--- src/rtl/power_good_gen.sv ---
// power_good_gen: rail supervisor. Drives the regulator enable, synchronizes
// the asynchronous rail comparator, qualifies it with assert/deassert counters
// and retries failed ramps a bounded number of times before latching a fault.
module power_good_gen #(
  parameter int SYNC_STAGES     = 2,
  parameter int ASSERT_CYCLES   = 20,
  parameter int DEASSERT_CYCLES = 3,
  parameter int RAMP_TIMEOUT    = 50,
  parameter int COOLDOWN_CYCLES = 10,
  parameter int MAX_RETRIES     = 3
) (
  input  logic                               clk,
  input  logic                               resetb,
  input  logic                               rail_en_req,
  input  logic                               rail_ok_raw,
  output logic                               rail_on,
  output logic                               power_good,
  output logic                               fault,
  output logic [$clog2(MAX_RETRIES+1)-1:0]   retry_cnt
);

  localparam int RW = $clog2(MAX_RETRIES + 1);
  localparam int GW = $clog2(ASSERT_CYCLES + 1);
  localparam int BW = $clog2(DEASSERT_CYCLES + 1);
  localparam int TW = $clog2(RAMP_TIMEOUT + 1);
  localparam int CW = $clog2(COOLDOWN_CYCLES + 1);

  // "Last" values: the counter holds LIMIT-1 on the cycle whose edge reaches the limit.
  localparam logic [GW-1:0] GOOD_LAST = GW'(ASSERT_CYCLES - 32'sd1);
  localparam logic [BW-1:0] BAD_LAST  = BW'(DEASSERT_CYCLES - 32'sd1);
  localparam logic [TW-1:0] TMO_LAST  = TW'(RAMP_TIMEOUT - 32'sd1);
  localparam logic [CW-1:0] CD_LAST   = CW'(COOLDOWN_CYCLES - 32'sd1);
  localparam logic [RW-1:0] RETRY_MAX = RW'(MAX_RETRIES);

  typedef enum logic [2:0] {
    ST_OFF   = 3'd0,
    ST_RAMP  = 3'd1,
    ST_GOOD  = 3'd2,
    ST_COOL  = 3'd3,
    ST_FAULT = 3'd4
  } state_e;

  state_e                 state_q, state_d;
  logic [SYNC_STAGES-1:0] sync_q;
  logic                   ok_s;
  logic [GW-1:0]          good_cnt_q, good_cnt_d;
  logic [BW-1:0]          bad_cnt_q, bad_cnt_d;
  logic [TW-1:0]          tmo_cnt_q, tmo_cnt_d;
  logic [CW-1:0]          cd_cnt_q, cd_cnt_d;
  logic [RW-1:0]          retry_q, retry_d;
  logic                   retry_inc;
  logic                   rail_on_q, rail_on_d;
  logic                   pg_q, pg_d;
  logic                   fault_q, fault_d;

  assign ok_s = sync_q[SYNC_STAGES-1];

  // Synchronizer chain for the asynchronous comparator output.
  always_ff @(posedge clk or negedge resetb) begin
    if (!resetb) begin
      sync_q <= '0;
    end else begin
      sync_q <= {sync_q[SYNC_STAGES-2:0], rail_ok_raw};
    end
  end

  // Next-state logic; request removal overrides every other transition.
  always_comb begin
    state_d   = state_q;
    retry_inc = 1'b0;
    case (state_q)
      ST_OFF: begin
        if (rail_en_req) state_d = ST_RAMP;
        else             state_d = ST_OFF;
      end
      ST_RAMP: begin
        if (!rail_en_req) begin
          state_d = ST_OFF;
        end else if (ok_s && (good_cnt_q == GOOD_LAST)) begin
          state_d = ST_GOOD;
        end else if (tmo_cnt_q == TMO_LAST) begin
          state_d   = ST_COOL;
          retry_inc = 1'b1;
        end else begin
          state_d = ST_RAMP;
        end
      end
      ST_GOOD: begin
        if (!rail_en_req) begin
          state_d = ST_OFF;
        end else if (!ok_s && (bad_cnt_q == BAD_LAST)) begin
          state_d   = ST_COOL;
          retry_inc = 1'b1;
        end else begin
          state_d = ST_GOOD;
        end
      end
      ST_COOL: begin
        if (!rail_en_req) begin
          state_d = ST_OFF;
        end else if (cd_cnt_q == CD_LAST) begin
          if (retry_q == RETRY_MAX) state_d = ST_FAULT;
          else                      state_d = ST_RAMP;
        end else begin
          state_d = ST_COOL;
        end
      end
      ST_FAULT: begin
        if (!rail_en_req) state_d = ST_OFF;
        else              state_d = ST_FAULT;
      end
      default: begin
        state_d = ST_OFF;
      end
    endcase
  end

  // Qualification counters: cleared on every state entry, advanced only while staying.
  always_comb begin
    good_cnt_d = '0;
    bad_cnt_d  = '0;
    tmo_cnt_d  = '0;
    cd_cnt_d   = '0;
    if (state_d == state_q) begin
      case (state_q)
        ST_RAMP: begin
          tmo_cnt_d = tmo_cnt_q + TW'(1'b1);
          if (ok_s) good_cnt_d = good_cnt_q + GW'(1'b1);
          else      good_cnt_d = '0;
        end
        ST_GOOD: begin
          if (!ok_s) bad_cnt_d = bad_cnt_q + BW'(1'b1);
          else       bad_cnt_d = '0;
        end
        ST_COOL: begin
          cd_cnt_d = cd_cnt_q + CW'(1'b1);
        end
        default: begin
          good_cnt_d = '0;
          bad_cnt_d  = '0;
          tmo_cnt_d  = '0;
          cd_cnt_d   = '0;
        end
      endcase
    end else begin
      good_cnt_d = '0;
      bad_cnt_d  = '0;
      tmo_cnt_d  = '0;
      cd_cnt_d   = '0;
    end
  end

  // Retry counter: cleared in OFF, saturating increment on each failed attempt.
  always_comb begin
    if (state_d == ST_OFF) begin
      retry_d = '0;
    end else if (retry_inc && (retry_q != RETRY_MAX)) begin
      retry_d = retry_q + RW'(1'b1);
    end else begin
      retry_d = retry_q;
    end
  end

  // Output decode from the next state so the flops change on the transition edge.
  always_comb begin
    rail_on_d = (state_d == ST_RAMP) || (state_d == ST_GOOD);
    pg_d      = (state_d == ST_GOOD);
    fault_d   = (state_d == ST_FAULT);
  end

  // State, counter and output registers.
  always_ff @(posedge clk or negedge resetb) begin
    if (!resetb) begin
      state_q    <= ST_OFF;
      good_cnt_q <= '0;
      bad_cnt_q  <= '0;
      tmo_cnt_q  <= '0;
      cd_cnt_q   <= '0;
      retry_q    <= '0;
      rail_on_q  <= 1'b0;
      pg_q       <= 1'b0;
      fault_q    <= 1'b0;
    end else begin
      state_q    <= state_d;
      good_cnt_q <= good_cnt_d;
      bad_cnt_q  <= bad_cnt_d;
      tmo_cnt_q  <= tmo_cnt_d;
      cd_cnt_q   <= cd_cnt_d;
      retry_q    <= retry_d;
      rail_on_q  <= rail_on_d;
      pg_q       <= pg_d;
      fault_q    <= fault_d;
    end
  end

  assign rail_on    = rail_on_q;
  assign power_good = pg_q;
  assign fault      = fault_q;
  assign retry_cnt  = retry_q;

endmodule

--- config.mk ---
export PLATFORM = sky130hd
export DESIGN_NAME = power_good_gen
export DESIGN_NICKNAME = d
export VERILOG_FILES = /design/src/rtl/power_good_gen.sv
export SDC_FILE = /design/constraint.sdc
export NUM_CORES = 1
export LEC_CHECK = 0
export ABC_AREA = 1
export CORE_ASPECT_RATIO = 0.6
export CORE_MARGIN = 5
export CORE_UTILIZATION = 50
export CTS_CLUSTER_SIZE = 8
export DETAILED_ROUTE_END_ITERATION = 10
export PLACE_DENSITY = 0.69
export SYNTH_ARGS = -nofsm -noshare
export SYNTH_HDL_FRONTEND = slang
export SYNTH_SLANG_ARGS = --single-unit
--- constraint.sdc ---
create_clock -name clk -period 1.9 [get_ports clk]
set_clock_uncertainty 0.05 [all_clocks]
set_input_delay 0.38 -clock clk [delete_from_list [all_inputs] [get_ports clk]]
set_output_delay 0.38 -clock clk [all_outputs]
set_load 0.1 [all_outputs]
==> results.md <==
- ANT cells: 0
- WHS Endpoint: sync_q[1]$_DFF_PN0_
- Critical path fanouts, max: 13
- Reg-to-Reg Start: state_q[2]$_DFF_PN0_
- Fin Setup TNS: 0 ns
- CTS tree: built
- Hold_sp: sync_q[0]$_DFF_PN0_
- Post-CTS Setup Inserts: 0
- Net Sw Power: between 0.2 and 0.3 mW
- Root buf cell: clkbuf_8
- 1st-iter DRT viols: 73
- DRT Pass-1 Iters: 4
- Clock Sinks: 27
- Internal power: 0.775 mW
- Starting Density: 53.9%
- Design area: 1650 um2
- Period utilisation layout: between 90% and 100%
- WHS Path Cells: 0
- Leakage: ~0.80 nW
- Total track usage: 14.4%
- Seq pwr share: 57.6%
- Global-route wire length before repair: 4540 um
- Mapped Cells: 159
- ANT nets after route: 0
- Seq/Total Area, Yosys: 48.3%
- Dpl hpwl: 1970 um
- Gr ovfl total: 0
- Placeable Area: between 2000 and 3000 um2
- FMAX: 561 MHz
- Placed Cells: between 200 and 250
- Reg2reg setup slack: 0.12 ns
- Slew headroom: 77.2%
- Non-filler cells, final: approximately 210
- Max cap viols: 0
- Cts bufs inserted: 3
- Nets@finish: 186
- Worst setup SP type: flip-flop
- Post-Syn Area: 1400 um2
- CP Class: reg -> reg
- Row cnt: 14
- Worst hold-check path type: reg -> reg
- Vias per cell: just over 5
- Synth top area share: around half
- Reg-to-Reg End: bad_cnt_q[1]$_DFF_PN0_
- Area leader, netlist: dfrtp_1
- Async S/R FF share, synth: 100%
- Switching Share: between 20% and 30%
- Layout cell share with drive strength beyond 1: 21.3%
- Minimum clock period: 1.78 ns
- Clk_lat worst skew: roughly 0.27 ns
- CTS H-tree depth: 1
- Largest net degree at the start of global routing: 28
- GP Congestion: 0.923
- Worst-margin pin slew: 0.341 ns
- PD cells: 624 nW/um2
- Remaining routing DRC violations: 0
- Clock Tree Buf Depth: 2
- Most frequent cell after synthesis: dfrtp_1
- Worst VDD drop: 391 uV
- Post-synth EDFFs: 0
- WP data required: between 2 and 2.5 ns
- Vert. Die Dim: 51.0 um
- Dpl cell area: 1610 um2
- Synth Register Bits: 27
- Die width: 78.3 um
- Area Growth Syn to Fin: 18.4%
- Number of global-route vias before repair: 957
- Synth cell count leaders: 27 x dfrtp_1, 26 x nand2_1, 20 x inv_1, 18 x nor2_1, 16 x nand3_1
- Crit end category: flip-flop
- Synth Net Count: 170
- DR vias: roughly 1100
- Initial antenna violation count: 0
- Reg area: 678 um2
- Ys Warns: 0
- Clk pwr share: between 30% and 40%
- PortBufs: 8
- Count of final setup violators: 0
- Worst EP arrival: 1.90 ns
- Reg clk slew, reported paths: 0.09 ns
- Outcome: completed
- Multi-input gate area: ~620 um2
- Hold-fix buffers at CTS: 0
- Final Routed Wirelength: 2570 um
- Main synth FF type: dfrtp_1
- RSZ-0062 raised after global routing: no
- Synth unique cells: 23
- Combinational Power Share: a little under an eighth
- Die area: 3990 um2
- Pins Over Slew Limit: 0
- Ports: 9
- Final Hold Fails: 0
- # fillers: 216
- Routed WL per cell: ~12 um
- Largest cells by area after synthesis: dfrtp_1 48%, nand2_1 7.0%, ha_1 6.3%
- Reg2reg path depth: 11
- PostCTS Resize Cnt: 0
- Post-Syn Area per Cell: 8.79 um2
-- sequential cells by signal (all words and copies together) (netlist names) --
| name | count |
|---|---|
| bad_cnt_q | 2 |
| cd_cnt_q | 4 |
| fault | 1 |
| good_cnt_q | 5 |
| power_good | 1 |
| rail_on | 1 |
| retry_cnt | 2 |
| state_q | 3 |
| sync_q | 2 |
| tmo_cnt_q | 6 |
-- metrics by stage --
| stage | utilization [%] | hold slack (ns) | worst slack, ns | power, mW |
|---|---|---|---|---|
| 2_1_floorplan | - | 0.0344 | 0.0184 | 0.674 |
| 3_3_place_gp | 62.0 | 0.293 | 0.0683 | 0.724 |
| 3_5_place_dp | 62.0 | 0.285 | 0.0123 | 0.728 |
| 4_1_cts | 63.8 | 0.305 | 0.147 | 1.04 |
| 5_1_grt | 63.8 | 0.322 | 0.00361 | 1.09 |
| 6_report | 63.8 | 0.302 | 0.117 | 1.03 |
-- worst max-delay path, stage by stage (launching register included) --
cell and delay (ns):
dfrtp_1 0.46, inv_2 0.13, nand2_1 0.05, nor2_1 0.26, nand3_2 0.14, nand2_1 0.11
o21ai_2 0.06, nand2_1 0.06, nand2_1 0.07, nand2_2 0.09, buf_12 0.15, nor2_1 0.05
-- power groups by stage --
stage	Clock (mW)	Combinational, mW	Sequential [mW]
6_report	0.316	0.122	0.594
4_1_cts	0.324	0.123	0.594
3_5_place_dp	0	0.122	0.606
2_1_floorplan	0	0.0591	0.615
3_3_place_gp	0	0.119	0.605
5_1_grt	0.357	0.136	0.596
-- how the worst max path moves through the flow --
stage	from	end	slack [ns]	depth (start not counted)
after floorplan	retry_cnt[0]$_DFFE_PN0P_	tmo_cnt_q[3]$_DFF_PN0_	0.02	9
after global placement	rail_en_req	bad_cnt_q[1]$_DFF_PN0_	0.07	9
after detailed placement	rail_en_req	tmo_cnt_q[5]$_DFF_PN0_	0.01	9
after CTS	state_q[2]$_DFF_PN0_	bad_cnt_q[1]$_DFF_PN0_	0.15	11
after global routing	state_q[2]$_DFF_PN0_	bad_cnt_q[1]$_DFF_PN0_	0.004	11
final	state_q[2]$_DFF_PN0_	bad_cnt_q[1]$_DFF_PN0_	0.12	11
-- kinds of logic after synthesis --
kind of cell / after synthesis / synth area share (%)
DFF: 27 / 48.3
and+or+nand+nor: 82 / 28.3
AOI/OAI and AO/OA: 11 / 5.01
buffers and inverters: 24 / 7.07
adders and majority gates: 7 / 6.27
xor gates and xnor gates: 8 / 5.01
-- cell usage in the layout, fill, tap and decap left out, types with 6 or more instances in the layout --
cell type	synthesis	final
buf_12	0	6
a21oi_1	6	6
dfrtp_1	27	25
nor2_2	11	11
inv_1	20	20
nor2_1	18	18
ha_1	7	7
nand2_1	26	26
nand3_1	16	16
-- layer usage --
layer,global-route usage [%],share of wire [%]
met4,3.49,0.54
met3,4.39,6.7
met2,20.7,40
met5,0,0
met1,21.2,52
-- layout make-up --
| class | instances | area share, % |
|---|---|---|
| clock inverters | 1 | 0.303 |
| clock buffers | 3 | 2.50 |
| flip-flops and latches | 27 | 41.0 |
| multi-input cells | 108 | 37.7 |
| well taps | 32 | 2.42 |
| repair buffers | 14 | 11.3 |
| inverters | 21 | 4.77 |
No activity file was read; power rests on OpenSTA's default activity.
